File: config.mk
export PLATFORM = sky130hd
export DESIGN_NAME = hazard_scoreboard
export DESIGN_NICKNAME = d
export VERILOG_FILES = /design/src/rtl/hazard_pkg.sv /design/src/rtl/md_scoreboard.sv /design/src/rtl/hazard_scoreboard.sv
export SDC_FILE = /design/constraint.sdc
export NUM_CORES = 1
export LEC_CHECK = 0
export ABC_AREA = 1
export CAP_MARGIN = 30
export CORE_ASPECT_RATIO = 1.1
export CORE_MARGIN = 4
export CORE_UTILIZATION = 48
export DETAILED_ROUTE_END_ITERATION = 7
export PLACE_DENSITY = 0.9
export SYNTH_ARGS = -nofsm -noshare
export SYNTH_HDL_FRONTEND = slang
export SYNTH_SLANG_ARGS = --single-unit
File: constraint.sdc
create_clock -name clk -period 2.85 [get_ports clk]
set_clock_uncertainty 0.05 [all_clocks]
set_input_delay 0.285 -clock clk [delete_from_list [all_inputs] [get_ports clk]]
set_output_delay 0.285 -clock clk [all_outputs]
set_load 0.005 [all_outputs]
File: src/rtl/hazard_pkg.sv
// Shared types and constants for the hazard unit and its MDU scoreboard.
package hazard_pkg;

    localparam int RA_W = 5;

    typedef enum logic [1:0] {
        FWD_REG = 2'b00,
        FWD_WB  = 2'b01,
        FWD_MEM = 2'b10,
        FWD_MDU = 2'b11
    } fwd_sel_t;

    // Register 0 is hardwired zero, so it never matches a producer.
    function automatic logic src_hit(input logic [RA_W-1:0] src, input logic [RA_W-1:0] dst);
        return (src != '0) && (src == dst);
    endfunction

endpackage

File: src/rtl/md_scoreboard.sv
// One-entry scoreboard for the multi-cycle MDU: tracks the in-flight op,
// raises md_done on its result cycle and flags dependent or structural hazards in ID.
import hazard_pkg::*;

module md_scoreboard #(
    parameter int MD_LATENCY = 4,
    parameter int CNT_W      = 4
) (
    input  logic            clk,
    input  logic            rst,
    input  logic            ex_md_start,
    input  logic [RA_W-1:0] ex_rd_a,
    input  logic            md_cancel,
    input  logic [RA_W-1:0] id_rs_a,
    input  logic [RA_W-1:0] id_rt_a,
    input  logic            id_md,
    output logic            busy,
    output logic            done,
    output logic [RA_W-1:0] rd,
    output logic            md_raw,
    output logic            md_struct
);

    logic             busy_q;
    logic [CNT_W-1:0] cnt_q;
    logic [RA_W-1:0]  rd_q;
    logic             pending;

    // A cancel on the final cycle suppresses the result pulse.
    assign done    = busy_q && (cnt_q == '0) && !md_cancel;
    assign pending = busy_q && !done;

    assign busy      = busy_q;
    assign rd        = rd_q;
    assign md_raw    = pending && (src_hit(id_rs_a, rd_q) || src_hit(id_rt_a, rd_q));
    assign md_struct = id_md && pending;

    always_ff @(posedge clk) begin
        if (rst) begin
            busy_q <= 1'b0;
            cnt_q  <= '0;
            rd_q   <= '0;
        end else if (ex_md_start) begin
            // A new issue beats both cancel and natural completion.
            busy_q <= 1'b1;
            cnt_q  <= CNT_W'(MD_LATENCY - 1);
            rd_q   <= ex_rd_a;
        end else if (md_cancel) begin
            busy_q <= 1'b0;
        end else if (busy_q) begin
            if (cnt_q == '0) begin
                busy_q <= 1'b0;
            end else begin
                cnt_q <= cnt_q - 1'b1;
            end
        end
    end

endmodule

File: src/rtl/hazard_scoreboard.sv
// Pipeline hazard unit: EX forwarding, load-use/branch/MDU stalls and load->store bypass.
// Defining HAZARD_PERF_CNT_EN adds saturating stall performance counters.
import hazard_pkg::*;

module hazard_scoreboard #(
    parameter int MD_LATENCY = 4,
    parameter int CNT_W      = 4
) (
    input  logic            clk,
    input  logic            rst,
    input  logic [RA_W-1:0] id_rs_a,
    input  logic [RA_W-1:0] id_rt_a,
    input  logic            id_branch,
    input  logic            id_md,
    input  logic [RA_W-1:0] ex_rs_a,
    input  logic [RA_W-1:0] ex_rt_a,
    input  logic [RA_W-1:0] ex_rd_a,
    input  logic            ex_RegWrite,
    input  logic            ex_MemToReg,
    input  logic            ex_md_start,
    input  logic [RA_W-1:0] mem_rd_a,
    input  logic            mem_RegWrite,
    input  logic            mem_MemToReg,
    input  logic            mem_MemWrite,
    input  logic [RA_W-1:0] wb_rd_a,
    input  logic            wb_RegWrite,
    input  logic            wb_MemToReg,
    input  logic            md_cancel,
    output logic [1:0]      ex_forward_a,
    output logic [1:0]      ex_forward_b,
    output logic            StallF,
    output logic            StallD,
    output logic            FlushE,
    output logic            LoadStore,
`ifdef HAZARD_PERF_CNT_EN
    output logic [31:0]     perf_stall_cycles,
    output logic [31:0]     perf_md_stalls,
`endif
    output logic            md_busy,
    output logic            md_done,
    output logic [RA_W-1:0] md_rd_a
);

    logic md_raw;
    logic md_struct;

    md_scoreboard #(
        .MD_LATENCY (MD_LATENCY),
        .CNT_W      (CNT_W)
    ) u_md_scoreboard (
        .clk         (clk),
        .rst         (rst),
        .ex_md_start (ex_md_start),
        .ex_rd_a     (ex_rd_a),
        .md_cancel   (md_cancel),
        .id_rs_a     (id_rs_a),
        .id_rt_a     (id_rt_a),
        .id_md       (id_md),
        .busy        (md_busy),
        .done        (md_done),
        .rd          (md_rd_a),
        .md_raw      (md_raw),
        .md_struct   (md_struct)
    );

    function automatic fwd_sel_t fwd_pick(
        input logic [RA_W-1:0] src,
        input logic            mdu_ok,
        input logic [RA_W-1:0] mdu_rd,
        input logic            mem_alu,
        input logic [RA_W-1:0] mem_rd,
        input logic            wb_wr,
        input logic [RA_W-1:0] wb_rd
    );
        if (mdu_ok && src_hit(src, mdu_rd))       return FWD_MDU;
        else if (mem_alu && src_hit(src, mem_rd)) return FWD_MEM;
        else if (wb_wr && src_hit(src, wb_rd))    return FWD_WB;
        else                                      return FWD_REG;
    endfunction

    logic [RA_W-1:0] ex_src [2];
    logic [RA_W-1:0] id_src [2];
    logic [1:0][1:0] fwd_vec;
    logic [1:0]      load_use_src;
    logic [1:0]      branch_src;

    assign ex_src[0] = ex_rs_a;
    assign ex_src[1] = ex_rt_a;
    assign id_src[0] = id_rs_a;
    assign id_src[1] = id_rt_a;

    genvar gi;
    generate
        for (gi = 0; gi < 2; gi++) begin : g_src
            assign fwd_vec[gi] = fwd_pick(ex_src[gi], md_done, md_rd_a,
                                          mem_RegWrite && !mem_MemToReg, mem_rd_a,
                                          wb_RegWrite, wb_rd_a);
            assign load_use_src[gi] = src_hit(id_src[gi], ex_rd_a);
            // The MDU term uses busy rather than pending: the result is not yet
            // on the branch compare path even on the done cycle.
            assign branch_src[gi] = (ex_RegWrite  && src_hit(id_src[gi], ex_rd_a))
                                 || (mem_RegWrite && src_hit(id_src[gi], mem_rd_a))
                                 || (md_busy      && src_hit(id_src[gi], md_rd_a));
        end
    endgenerate

    assign ex_forward_a = fwd_vec[0];
    assign ex_forward_b = fwd_vec[1];

    assign LoadStore = mem_MemWrite && wb_MemToReg && (mem_rd_a != '0) && (mem_rd_a == wb_rd_a);

    logic load_use;
    logic branch_hz;
    logic stall;

    assign load_use  = ex_MemToReg && !LoadStore && (|load_use_src);
    assign branch_hz = id_branch && (|branch_src);
    assign stall     = load_use | branch_hz | md_raw | md_struct;

    assign StallF = stall;
    assign StallD = stall;
    assign FlushE = stall;

`ifdef HAZARD_PERF_CNT_EN
    logic [31:0] perf_stall_reg;
    logic [31:0] perf_md_reg;

    always_ff @(posedge clk) begin
        if (rst) begin
            perf_stall_reg <= '0;
            perf_md_reg    <= '0;
        end else begin
            if (stall && (perf_stall_reg != 32'hFFFF_FFFF))
                perf_stall_reg <= perf_stall_reg + 32'd1;
            if ((md_raw || md_struct) && (perf_md_reg != 32'hFFFF_FFFF))
                perf_md_reg <= perf_md_reg + 32'd1;
        end
    end

    assign perf_stall_cycles = perf_stall_reg;
    assign perf_md_stalls    = perf_md_reg;
`endif

endmodule

-- After elaboration in Yosys (flattened, before gate mapping)
Index checks and enable logic that the tools add are counted.
W data, S select, Z words.
- bits in registers: 10
- input bits: 48
- RAM bits: 0
- memory bits (read-only): 0
- logic and storage cells: 96
- output and inout bits: 15
- latch bits: 0
- memories: 0
- add/subtract/negate cells: 1
- equal/unequal tests: 15
- divide/modulo/power cells: 0
- magnitude comparators: 0
- bitwise operators: 5
- mux-type cells: 14
- shift-type cells: 0
- $mul: 0
- reductions and logical operators: 57
- operator list (operator ; count):
    $eq A5 B5 Y1 ; 13
    $logic_and A1 B1 Y1 ; 36
    $reduce_bool A5 Y1 ; 5
    $mux W2 ; 8
    $mux W1 ; 6
    $reduce_and A3 Y1 ; 2
    $reduce_or A2 Y1 ; 3
    $logic_or A1 B1 Y1 ; 5
    $logic_not A1 Y1 ; 4
    $logic_not A4 Y1 ; 1
    $ne A2 B2 Y1 const B ; 2
    $sub A4 B1 Y4 const B ; 1
    $or A1 B1 Y1 ; 3
    $not A1 Y1 ; 2
    $reduce_bool A2 Y1 ; 1

-- Longest topological paths before layout
Gate-level depths: netlist of the first run.
- word-level depth: 10
- gate-level depth with buffers: 13
- depth with buffers taken out: 11

-- Cells and area by module
A second synthesis of the first run with hierarchy kept.
- cells, all modules: 341
- area, all modules: 1775.5 um^2
- modules (own cells, without submodules) (module ; cells an instance ; seq. area each (um^2) ; instances ; area each (um^2)):
    hazard_scoreboard ; 228 ; 0.0 ; 1 ; 1098.6
    md_scoreboard ; 113 ; 200.2 ; 1 ; 676.9

-- Least setup slack after synthesis of the first run
Ideal clock, no wire load.
- path type: register -> output
- start: register u_md_scoreboard.cnt_q[0]
- end: output StallD
- setup slack: 1.257 ns
- arrival time: 1.258 ns
- buffers on the path: 1
- stages on the path, launching flop included: 11
- required time: 2.515 ns
- cells stage by stage: dfxtp_1 -> inv_1 -> ha_1 -> nand3_1 -> nor3_2 -> nor2_1 -> nand2_1 -> nand2_1 -> inv_1 -> nand2_1 -> buf_4
- cells in the longest elaborated chain, start to end: 8
- elaborated cells between the ends (all ways): 9
- those cells by class: bitwise: 2; reduce/logical: 7
- ends and longest elaborated chain (item ; RTL line ; text):
    start, declared ; md_scoreboard.sv:25 ; logic [CNT_W-1:0] cnt_q;
    start signal, assigned ; md_scoreboard.sv:46 ; cnt_q <= CNT_W'(MD_LATENCY - 1);
    start signal, assigned ; md_scoreboard.sv:54 ; cnt_q <= cnt_q - 1'b1;
    $logic_not A4 Y1 (*) ; md_scoreboard.sv:30 ; assign done = busy_q && (cnt_q == '0) && !md_cancel;
    $logic_and A1 B1 Y1 (*) (2 in a row) ; md_scoreboard.sv:30 ;
    named net md_done ; hazard_scoreboard.sv:40 ; output logic md_done,
    $logic_not A1 Y1 (*) ; md_scoreboard.sv:31 ; assign pending = busy_q && !done;
    $logic_and A1 B1 Y1 (*) ; md_scoreboard.sv:31 ;
    $logic_and A1 B1 Y1 ; md_scoreboard.sv:35 ; assign md_raw = pending && (src_hit(id_rs_a, rd_q) || src_hit(id_rt_a, rd_q));
    $or A1 B1 Y1 ; hazard_scoreboard.sv:118 ; assign stall = load_use | branch_hz | md_raw | md_struct;
    $or A1 B1 Y1 (*) ; hazard_scoreboard.sv:118 ;
    end, declared ; hazard_scoreboard.sv:32 ; output logic StallD,
Mark *: on every way through the listed nets, which the timed path passes. The rest lies on a longest branch.

-- Worst setup path after layout of the first run
- start: input id_rt_a[3]
- end: output FlushE
- cells in the longest elaborated chain, start to end: 10
- elaborated cells between the ends (all ways): 21
- those cells by class: eq/ne: 3; bitwise: 3; reduce/logical: 15
- ends and longest elaborated chain (item ; RTL line ; text):
    start, declared ; hazard_scoreboard.sv:12 ; input logic [RA_W-1:0] id_rt_a,
    $eq A5 B5 Y1 / $reduce_bool A5 Y1 (equally long branches) ; hazard_pkg.sv:15 ; return (src != '0) && (src == dst);
    $logic_and A1 B1 Y1 ; hazard_pkg.sv:15 ;
    $logic_and A1 B1 Y1 (on tied branches) ; hazard_scoreboard.sv:101, hazard_scoreboard.sv:102 ;
    $logic_or A1 B1 Y1 ; hazard_scoreboard.sv:102 ; || (mem_RegWrite && src_hit(id_src[gi], mem_rd_a))
    $logic_or A1 B1 Y1 ; hazard_scoreboard.sv:103 ; || (md_busy && src_hit(id_src[gi], md_rd_a));
    $reduce_or A2 Y1 ; hazard_scoreboard.sv:117 ; assign branch_hz = id_branch && (|branch_src);
    $logic_and A1 B1 Y1 ; hazard_scoreboard.sv:117 ;
    $or A1 B1 Y1 ; hazard_scoreboard.sv:118 ;
    $or A1 B1 Y1 (*) (2 in a row) ; hazard_scoreboard.sv:118 ;
    end, declared ; hazard_scoreboard.sv:33 ; output logic FlushE,
Every way passes the cells marked *; elsewhere a longest branch is shown, timed or not.

==> results.md, run 1 <==
* Clock Latency Late Sink at 0.27 ns
* Mapped cell area at 1600 µm²
* Final period utilization at 0.881
* Routed WL at 4.89 mm
* Sequential-to-total area share from yosys stat at 0.125
* Reg2reg start: u_md_scoreboard.cnt_q[0]$_SDFFE_PP0P_
* I/O pin total at 63
* Top Family by Delay on Critical Path: buffers and inverters
* Post-layout min period at 2.51 ns
* Avg Vias per Cell at 5.29
* Top routing layer used: met4
* Reg-to-reg endpoint: u_md_scoreboard.cnt_q[2]$_SDFFE_PP0P_
* Post-synthesis instance total at 285
* Setup violators final at 0
* Area occupied by multi-input gates at 1150 µm²
* Syn_nets at 334
* RSZ-0062 raised after global routing: no
* Pre-Repair DR Iteration Count at 4
* Sequential cell area at 200 µm²
* Maximum VDD drop at 289 µV
* Slew margin rel. at 0.748
* P_int at 0.369 mW
* H-Tree Depth at 1
* Crit path DAT at 2.17 ns
* Clock-pin slew on the worst setup and hold paths at 0.07 ns
* Tot GR Track Use at 0.233
* DIE AREA at 4320 µm²
* N_diodes at 0
* Initial Util at 0.512
* Iteration-0 DRC Markers at 81
* Crit-path cells: clkdlybuf4s50_1 > xnor2_1 > nand2_1 > nor2_1 > nand2_1 > nand2_1 > nand2_1 > nand3_1 > nand2_1 > nand2_1 > clkdlybuf4s50_1
* Worst Hold Class: flop to flop
* Buf/Inv on CP at 2
* Core area at 3130 µm²
* Peak Freq at 0.398 GHz
* CTS Buf Count at 3
* Setup TNS at 0 ns
* CP max stage delay at 0.61 ns
* Startpoint types: primary input
* Avg WL per Cell at 13.1 µm
* Hold Buf Count CTS at 0
* Worst reg2reg setup slack at 1.34 ns
* Worst Path Required at 2.52 ns
* Synth Warn # at 0
* Die Height at 68.6 µm
* Final GP Congestion at 0.997
* Max_cap viols at 0
* Setup crit end kind: primary output
* Total global routing overflow at 0
* Status: finished clean
* Most frequent CP cell: nand2_1
* Leakage power at 1.10 nW
* Top_reg_cell synth: dfxtp_1
* Final Hold Fails at 0
* PnR Total Power at 0.573 mW
* Pwr Density at 256 nW/µm²
* Final net count at 391
* First-pass GRT wire length at 8.13 mm
* Number of synthesized flops with an enable pin at 0
* Metal2 WL at 2.50 mm
* Setup Slack @ Placement at 0.367 ns
* CTS tree: built
* Initial antenna violation count at 0
* # port buffers at 62
* Min-Delay Endpoint: u_md_scoreboard.cnt_q[2]$_SDFFE_PP0P_
* Top cells by area, synth: nand2_1 (20%), dfxtp_1 (13%), xor2_1 (11%)
* Synthesized area per cell at 5.62 µm²
* Net Sw Frac at 0.356
* Most instantiated cells after synthesis: nand2_1 (84), inv_1 (39), nor2_1 (31), xor2_1 (20)
* M1 WL at 1.93 mm
* CTS resizes at 0
* Post-synthesis register bit count at 10
* Die W at 63.1 µm
* Post-DRT Antenna Nets at 0
* Crit path kind: primary input to primary output
* Synth-to-layout area growth at 39.8%
* Postcts setup bufs at 0
* Combinational Power Share at 0.491
* CTS sink count at 10
* DR WL met3 at 344 µm
* Clock power share at 0.224
* Critical Path Slowest Stage Cell: clkdlybuf4s50_1
* Fill cell count at 288
* Remaining DRCs at 0
* Area fraction of the dominant cell type after synthesis at 0.197
* Slew Limit Fails at 0
* DP HPWL at 4.08 mm
* Final setup margin at 0.340 ns
* Most common cell in the synthesized netlist: nand2_1
* Netlist cell types at 32
* R2R depth at 8
* Via count at 1984
* Hold path cells at 2
* Largest net degree at the start of global routing at 12
* # rows at 21
* Vias in the first global route at 1965
* P_sw at 0.204 mW
* Synth area leader: nand2_1
* Flop pwr share at 0.285
* Layout cells sized above 1 at 0.0733
* CP max FO at 4
* Clock tree buffer depth at 2
* Async S/R FF share, synth at 0
* Root Buffer Master: clkbuf_4
* Slew @ Worst Pin at 0.377 ns
* Hold Crit Start: u_md_scoreboard.cnt_q[2]$_SDFFE_PP0P_
## sequential cells by signal (all words and copies together), names as in the netlist
register	count
u_md_scoreboard.rd	5
u_md_scoreboard.cnt_q	4
u_md_scoreboard.busy	1
## power by group through the flow
stage | sequential (mW) | combinational, mW | clock (mW)
after floorplan | 0.159 | 0.154 | 0
after global placement | 0.165 | 0.275 | 0
after detailed placement | 0.166 | 0.278 | 0
after CTS | 0.163 | 0.280 | 0.130
after global routing | 0.165 | 0.309 | 0.136
final | 0.163 | 0.281 | 0.129
## layout by cell type (no fill, tap or decap), types with 6 or more instances in the layout
cell type	netlist	final
xnor2_1	13	13
nand2_1	84	84
inv_2	10	10
nand4_1	6	6
o21ai_0	9	9
nand3_1	10	10
nor2_1	31	31
a21oi_1	13	13
dfxtp_1	10	10
inv_1	39	39
clkdlybuf4s50_1	0	62
xor2_1	20	20
## worst register-to-register path, stage by stage (launching register included)
cell,delay (ns)
dfxtp_1,0.38
inv_1,0.07
ha_1,0.21
nand3_1,0.12
nand2_1,0.13
inv_1,0.12
nand2_1,0.08
o211ai_1,0.18
a21oi_1,0.06
## logic make-up (layout without fill, tap and decap cells)
family,count (synthesis),after routing,synth area share
buffers and inverters,60,116,0.156
AND/OR/NAND/NOR,147,147,0.405
AO/OA/AOI/OAI,34,34,0.125
adder cells (fa/ha/maj),1,1,0.00782
flip-flops,10,10,0.125
XOR/XNOR,33,33,0.181
## worst max-delay path by stage
stage,from,endpoint,slack [ns],depth (start not counted)
after global routing,u_md_scoreboard.cnt_q[0]$_SDFFE_PP0P_,ex_forward_a[0],0.20,9
after global placement,mem_rd_a[2],ex_forward_b[1],0.38,8
after CTS,id_rt_a[3],FlushE,0.33,11
final,id_rt_a[3],FlushE,0.34,11
after detailed placement,id_rt_a[1],FlushE,0.37,12
after floorplan,u_md_scoreboard.cnt_q[0]$_SDFFE_PP0P_,StallD,1.26,10
## per-layer routing
| metal | track usage | vias up |
|---|---|---|
| met2 | 0.473 | 86 |
| met1 | 0.245 | 880 |
| met5 | 0 | - |
| met4 | 0.0964 | 0 |
| li1 | - | 1005 |
| met3 | 0.0308 | 13 |
## layout make-up
cell class | count | share of cell area
Timing Repair Buffer | 62 | 0.277
Tap cell | 34 | 0.0190
Multi-Input combinational cell | 215 | 0.514
Clock buffer | 4 | 0.0162
Inverter | 50 | 0.0839
Sequential cell | 10 | 0.0895
## stage by stage
| step | util | std cells | area [µm²] | hold slack (ns) |
|---|---|---|---|---|
| after floorplan | - | 285 | 1600 | 0.304 |
| after global placement | 0.704 | 371 | 2200 | 0.415 |
| after detailed placement | 0.704 | 371 | 2200 | 0.421 |
| after CTS | 0.715 | 375 | 2240 | 0.442 |
| after global routing | 0.715 | 375 | 2240 | 0.474 |
| final | 0.715 | 375 | 2240 | 0.446 |
Note: power is estimated with default switching activity, not from simulation.
==> run 2, diff against run 1 <==
--- a/config.mk
+++ b/config.mk
@@ -11,6 +11,7 @@
 export CORE_MARGIN = 4
 export CORE_UTILIZATION = 48
 export DETAILED_ROUTE_END_ITERATION = 7
+export MAX_ROUTING_LAYER = met4
 export PLACE_DENSITY = 0.9
 export SYNTH_ARGS = -nofsm -noshare
 export SYNTH_HDL_FRONTEND = slang
==> run 2 against run 1 <==
Effect of this change: critical path depth up 1; via count shrank 1.3%; sequential share of layout area did not move; clock power is essentially flat; first-iteration DRC count grew 52%; fmax down 0.87%; setup slack worse by 0.022 ns; sequential power about the same.
==> results.md, run 2 (synthesized netlist as in run 1, its figures left out) <==
* Setup TNS at 0 ns (unchanged)
* Worst Path Required at 2.52 ns (about the same)
* P_int at 0.369 mW (about the same)
* Worst Hold Class: flop to flop
* Setup crit end kind: primary output
* Avg Vias per Cell at 5.22 (-1.3%)
* Hold path cells at 2 (unchanged)
* Final Cell Area at 2240 µm² (unchanged)
* Total global routing overflow at 0 (unchanged)
* Crit path kind: primary input to primary output
* Startpoint types: primary input
* Initial Util at 0.512 (unchanged)
* Combinational Power Share at 0.493 (+0.002)
* Min-Delay Endpoint: u_md_scoreboard.cnt_q[1]$_SDFFE_PP0P_
* Routed WL at 4.85 mm (-0.86%)
* Vias in the first global route at 1890 (-3.8%)
* Flop pwr share at 0.286 (about the same)
* Hold Buf Count CTS at 0 (unchanged)
* Die W at 63.1 µm (unchanged)
* Post-layout min period at 2.53 ns (+0.0220 ns)
* Reg-to-reg endpoint: u_md_scoreboard.cnt_q[2]$_SDFFE_PP0P_
* Worst reg2reg setup slack at 1.34 ns (about the same)
* DP HPWL at 4.03 mm (-1.3%)
* CTS Buf Count at 3 (unchanged)
* Post-DRT Antenna Nets at 0 (unchanged)
* Via count at 1959 (-1.3%)
* Tot GR Track Use at 0.237 (+0.00351)
* Non-Filler Instances at 375 (unchanged)
* Status: finished clean
* Final period utilization at 0.888 (+0.00771)
* Slew @ Worst Pin at 0.360 ns (-0.0170 ns)
* Slew margin rel. at 0.760 (+0.0114)
* Area occupied by multi-input gates at 1150 µm² (unchanged)
* H-Tree Depth at 1 (unchanged)
* Final net count at 391 (unchanged)
* Hold Crit Start: u_md_scoreboard.cnt_q[1]$_SDFFE_PP0P_
* Setup violators final at 0 (unchanged)
* Peak Freq at 0.395 GHz (-0.87%)
* Largest register FFs at 5 (unchanged)
* CTS sink count at 10 (unchanged)
* Leakage power at 1.10 nW (unchanged)
* Iteration-0 DRC Markers at 123 (+52%)
* Most frequent cells in the layout: nand2_1 (84), clkdlybuf4s50_1 (62), inv_1 (39)
* Placed cells at 371 (unchanged)
* Final Hold Fails at 0 (unchanged)
* R2R depth at 8 (unchanged)
* Largest net degree at the start of global routing at 12 (unchanged)
* Commonest non-fill, non-tap cell in the layout: nand2_1
* Max_cap viols at 0 (unchanged)
* # port buffers at 62 (unchanged)
* Postcts setup bufs at 0 (unchanged)
* Hold slack at 0.440 ns (-0.00656 ns)
* # rows at 21 (unchanged)
* RSZ-0062 raised after global routing: no
* Clock-pin slew on the worst setup and hold paths at 0.06 ns (about the same)
* Reg2reg start: u_md_scoreboard.cnt_q[0]$_SDFFE_PP0P_
* DIE AREA at 4320 µm² (unchanged)
* CTS resizes at 0 (unchanged)
* CP max FO at 6 (+2)
* Crit path DAT at 2.20 ns (+0.03 ns)
* Area post-placement at 2200 µm² (unchanged)
* Maximum VDD drop at 242 µV (-17%)
* Sequential cell area at 200 µm² (unchanged)
* Initial antenna violation count at 0 (unchanged)
* P_sw at 0.202 mW (-1.0%)
* Final GP Congestion at 0.924 (-7.4%)
* Final core occ at 0.715 (unchanged)
* Pwr Density at 255 nW/µm² (-0.35%)
* Pre-Repair DR Iteration Count at 4 (unchanged)
* Clock power share at 0.221 (-0.003)
* CTS tree: built
* Synth-to-layout area growth at 39.8% (unchanged)
* I/O pin total at 63 (unchanged)
* Layout cells sized above 1 at 0.0733 (unchanged)
* Root Buffer Master: clkbuf_4
* Slew Limit Fails at 0 (unchanged)
* Fill cell count at 267 (-7.3%)
* First-pass GRT wire length at 7.99 mm (-1.7%)
* Core area at 3130 µm² (unchanged)
* Die Height at 68.6 µm (unchanged)
* N_diodes at 0 (unchanged)
* Clock tree buffer depth at 2 (unchanged)
* Avg WL per Cell at 12.9 µm (-0.86%)
* Clock Latency Late Sink at 0.26 ns (about the same)
* Remaining DRCs at 0 (unchanged)
* Net Sw Frac at 0.354 (-0.00236)
run 2: cell counts in the layout (fill, tap and decap cells not counted):
No cell type changed its count.
run 2: through the flow:
step                total power [mW]  setup slack [ns]
finish                         0.571             0.318
global route                   0.609             0.121
CTS                            0.572             0.325
detailed placement             0.444             0.336
global placement               0.441             0.338
floorplan                      0.312              1.26
run 2: area by class of cell:
cell class,instances,share of cell area
inverter,50,0.0839
sequential,10,0.0895
multi-input combinational,215,0.514
tap,34,0.0190
timing repair buffer,62,0.277
clock buffer,4,0.0162
run 2: power by group through the flow:
stage	registers (mW)	logic, mW	clock network (mW)
detailed placement	0.166	0.278	0
floorplan	0.159	0.154	0
CTS	0.163	0.281	0.129
global placement	0.165	0.275	0
global route	0.165	0.312	0.132
finish	0.163	0.282	0.126
run 2: critical path, stage by stage:
cell             delay, ns
clkdlybuf4s50_1       0.63
inv_2                 0.10
nand2_1               0.07
nand4_1               0.11
nor2_1                0.10
nand2_1               0.05
nand2_1               0.05
nand2_1               0.07
nand3_1               0.08
nand2_1               0.05
nand2_1               0.09
clkdlybuf4s50_1       0.51
run 2: worst max-delay path by stage:
stage / from / endpoint / slack, ns / depth (start not counted)
finish: mem_rd_a[0] / StallD / 0.32 / 12
global route: u_md_scoreboard.cnt_q[0]$_SDFFE_PP0P_ / ex_forward_a[0] / 0.12 / 9
CTS: id_rt_a[3] / StallD / 0.32 / 11
detailed placement: mem_rd_a[0] / StallD / 0.34 / 12
global placement: mem_rd_a[0] / FlushE / 0.34 / 12
floorplan: u_md_scoreboard.cnt_q[0]$_SDFFE_PP0P_ / StallD / 1.26 / 10
run 2: per-layer routing:
| layer | part of all wire | vias up | global-route usage |
|---|---|---|---|
| met5 | 0 | - | - |
| met3 | 0.065 | 14 | 0.0340 |
| met4 | 0.027 | 0 | 0.0937 |
| met1 | 0.40 | 868 | 0.253 |
| met2 | 0.51 | 74 | 0.449 |
| li1 | - | 1003 | - |
==> run 3, diff against run 2 <==
==> constraint.sdc (replaced) <==
create_clock -name clk -period 2.85 [get_ports clk]
set_clock_uncertainty 0.05 [all_clocks]
set_input_delay 0.7125 -clock clk [delete_from_list [all_inputs] [get_ports clk]]
set_output_delay 0.7125 -clock clk [all_outputs]
set_load 0.005 [all_outputs]
==> run 3 against run 2 <==
Effect of this change: sequential share of layout area shrank 0.72 points; highest routed layer unchanged; critical endpoint unchanged; sequential power is essentially flat; first-iteration DRC count shrank 17%.
==> results.md, run 3 (synthesized netlist as in run 1, its figures left out) <==
* Slew @ Worst Pin at 0.368 ns (+0.00892 ns)
* DIE AREA at 4320 µm² (unchanged)
* RSZ-0062 raised after global routing: no
* Clock tree buffer depth at 2 (unchanged)
* DP HPWL at 4.53 mm (+12%)
* Clock Latency Late Sink at 0.28 ns (+0.02 ns)
* Avg WL per Cell at 13.6 µm (+4.9%)
* Startpoint types: primary input
* Remaining DRCs at 0 (unchanged)
* Commonest non-fill, non-tap cell in the layout: nand2_1
* Slew Limit Fails at 0 (unchanged)
* Maximum VDD drop at 227 µV (-6.2%)
* CTS Buf Count at 3 (unchanged)
* Slew margin rel. at 0.754 (-0.00553)
* First-pass GRT wire length at 8.87 mm (+11%)
* Max_cap viols at 0 (unchanged)
* Initial antenna violation count at 0 (unchanged)
* CTS sink count at 10 (unchanged)
* Pre-Repair DR Iteration Count at 4 (unchanged)
* Crit path kind: primary input to primary output
* Final Cell Area at 2450 µm² (+9.4%)
* Tot GR Track Use at 0.266 (+0.0294)
* Reg-to-reg endpoint: u_md_scoreboard.cnt_q[2]$_SDFFE_PP0P_
* Most frequent cells in the layout: nand2_1 (81), inv_1 (33), dlygate4sd2_1 (31), buf_4 (31), nor2_1 (29)
* Final GP Congestion at 0.923 (-0.13%)
* Final Hold Fails at 0 (unchanged)
* Reg2reg start: u_md_scoreboard.cnt_q[1]$_SDFFE_PP0P_
* Die W at 63.1 µm (unchanged)
* Layout cells sized above 1 at 0.231 (+0.157)
* Largest register FFs at 5 (unchanged)
* N_diodes at 0 (unchanged)
* R2R depth at 8 (unchanged)
* Worst Hold Class: flop to flop
* Iteration-0 DRC Markers at 102 (-17%)
* Leakage power at 1.34 nW (+21%)
* Vias in the first global route at 2056 (+8.8%)
* Setup crit end kind: primary output
* Area post-placement at 2400 µm² (+9.2%)
* Setup violators final at 0 (unchanged)
* Core area at 3130 µm² (unchanged)
* PnR Total Power at 0.598 mW (+4.7%)
* Crit path DAT at 2.00 ns (-0.20 ns)
* Worst Path Required at 2.09 ns (-0.43 ns)
* Critical Path End: StallD
* Root Buffer Master: clkbuf_4
* CTS tree: built
* Hold slack at 0.442 ns (+0.00250 ns)
* Synth-to-layout area growth at 52.9%
* # port buffers at 62 (unchanged)
* Routed WL at 5.52 mm (+14%)
* CP max FO at 4 (-2)
* Post-layout min period at 2.76 ns (+0.227 ns)
* Via count at 2141 (+9.3%)
* Critical Path Source: id_rt_a[1]
* Final net count at 423 (+8.2%)
* H-Tree Depth at 1 (unchanged)
* Final setup margin at 0.0914 ns (-0.227 ns)
* Initial Util at 0.512 (unchanged)
* Pwr Density at 244 nW/µm² (-4.3%)
* Post-DRT Antenna Nets at 0 (unchanged)
* Die Height at 68.6 µm (unchanged)
* Status: finished clean
* Hold Buf Count CTS at 0 (unchanged)
* Largest net degree at the start of global routing at 12 (unchanged)
* I/O pin total at 63 (unchanged)
* Setup Slack @ Placement at -0.544 ns (-0.881 ns)
* Final period utilization at 0.968 (+0.0795)
* Worst reg2reg setup slack at 1.28 ns (-0.06 ns)
* Clock-pin slew on the worst setup and hold paths at 0.07 ns (about the same)
* Total global routing overflow at 0 (unchanged)
* Avg Vias per Cell at 5.26 (+0.70%)
* # rows at 21 (unchanged)
* Peak Freq at 0.363 GHz (-8.2%)
[run 3: cell types whose count changed in the layout (fill, tap and decap cells not counted), moves of 6 or more]
| cell | previous run | this run |
|---|---|---|
| clkdlybuf4s50_1 | 62 | 15 |
| buf_4 | 0 | 31 |
| dlygate4sd2_1 | 0 | 31 |
| clkbuf_2 | 0 | 6 |
| inv_1 | 39 | 33 |
| inv_2 | 10 | 16 |
[run 3: worst max-delay path: stages]
cell           delay, ns
dlygate4sd2_1       0.31
nor2_1              0.19
nand3_2             0.10
inv_2               0.07
nor2_1              0.03
nand2_1             0.09
nand2_1             0.07
nand2_1             0.07
nand3_1             0.08
nand2_1             0.07
nand2_2             0.07
buf_2               0.13
[run 3: cell type report]
class                      count  area, µm²
inverter                      50        188
fill                         271        679
sequential                    10        201
timing repair buffer          94        791
clock buffer                   4       36.3
multi-input combinational    215       1190
tap                           34       42.5
[run 3: layer usage]
| layer | track usage | up-vias | share of wire | routed length (µm) |
|---|---|---|---|---|
| met5 | - | - | 0 | 0 |
| met4 | 0.143 | 0 | 0.038 | 210 |
| met3 | 0.0340 | 20 | 0.051 | 279 |
| met2 | 0.520 | 77 | 0.51 | 2840 |
| met1 | 0.262 | 977 | 0.40 | 2190 |
| li1 | - | 1067 | - | - |
[run 3: power breakdown]
part	internal (mW)	switching, mW
logic	0.148	0.154
registers	0.148	0.0156
clock network	0.0778	0.0536
[run 3: what timing repair did]
action	in CTS	in global routing
pin swaps	14	15
buffers inserted	5	1
resized for setup	75	23
setup endpoints to repair	8	7
[run 3: how the worst min path moves through the flow]
stage	startpoint	slack, ns	to	cells past startpoint
after floorplan	u_md_scoreboard.cnt_q[2]$_SDFFE_PP0P_	0.40	u_md_scoreboard.cnt_q[2]$_SDFFE_PP0P_	2
after global placement	u_md_scoreboard.cnt_q[2]$_SDFFE_PP0P_	0.41	u_md_scoreboard.cnt_q[2]$_SDFFE_PP0P_	2
after detailed placement	u_md_scoreboard.cnt_q[2]$_SDFFE_PP0P_	0.42	u_md_scoreboard.cnt_q[2]$_SDFFE_PP0P_	2
after CTS	u_md_scoreboard.cnt_q[2]$_SDFFE_PP0P_	0.44	u_md_scoreboard.cnt_q[2]$_SDFFE_PP0P_	2
after global routing	u_md_scoreboard.cnt_q[0]$_SDFFE_PP0P_	0.46	u_md_scoreboard.cnt_q[0]$_SDFFE_PP0P_	2
final	u_md_scoreboard.cnt_q[2]$_SDFFE_PP0P_	0.44	u_md_scoreboard.cnt_q[2]$_SDFFE_PP0P_	2
[run 3: through the flow]
step	instances	setup TNS (ns)	util
global route	407	0	0.783
CTS	406	0	0.782
floorplan	285	0	-
finish	407	0	0.783
global placement	398	-3.32	0.769
detailed placement	398	-3.72	0.769
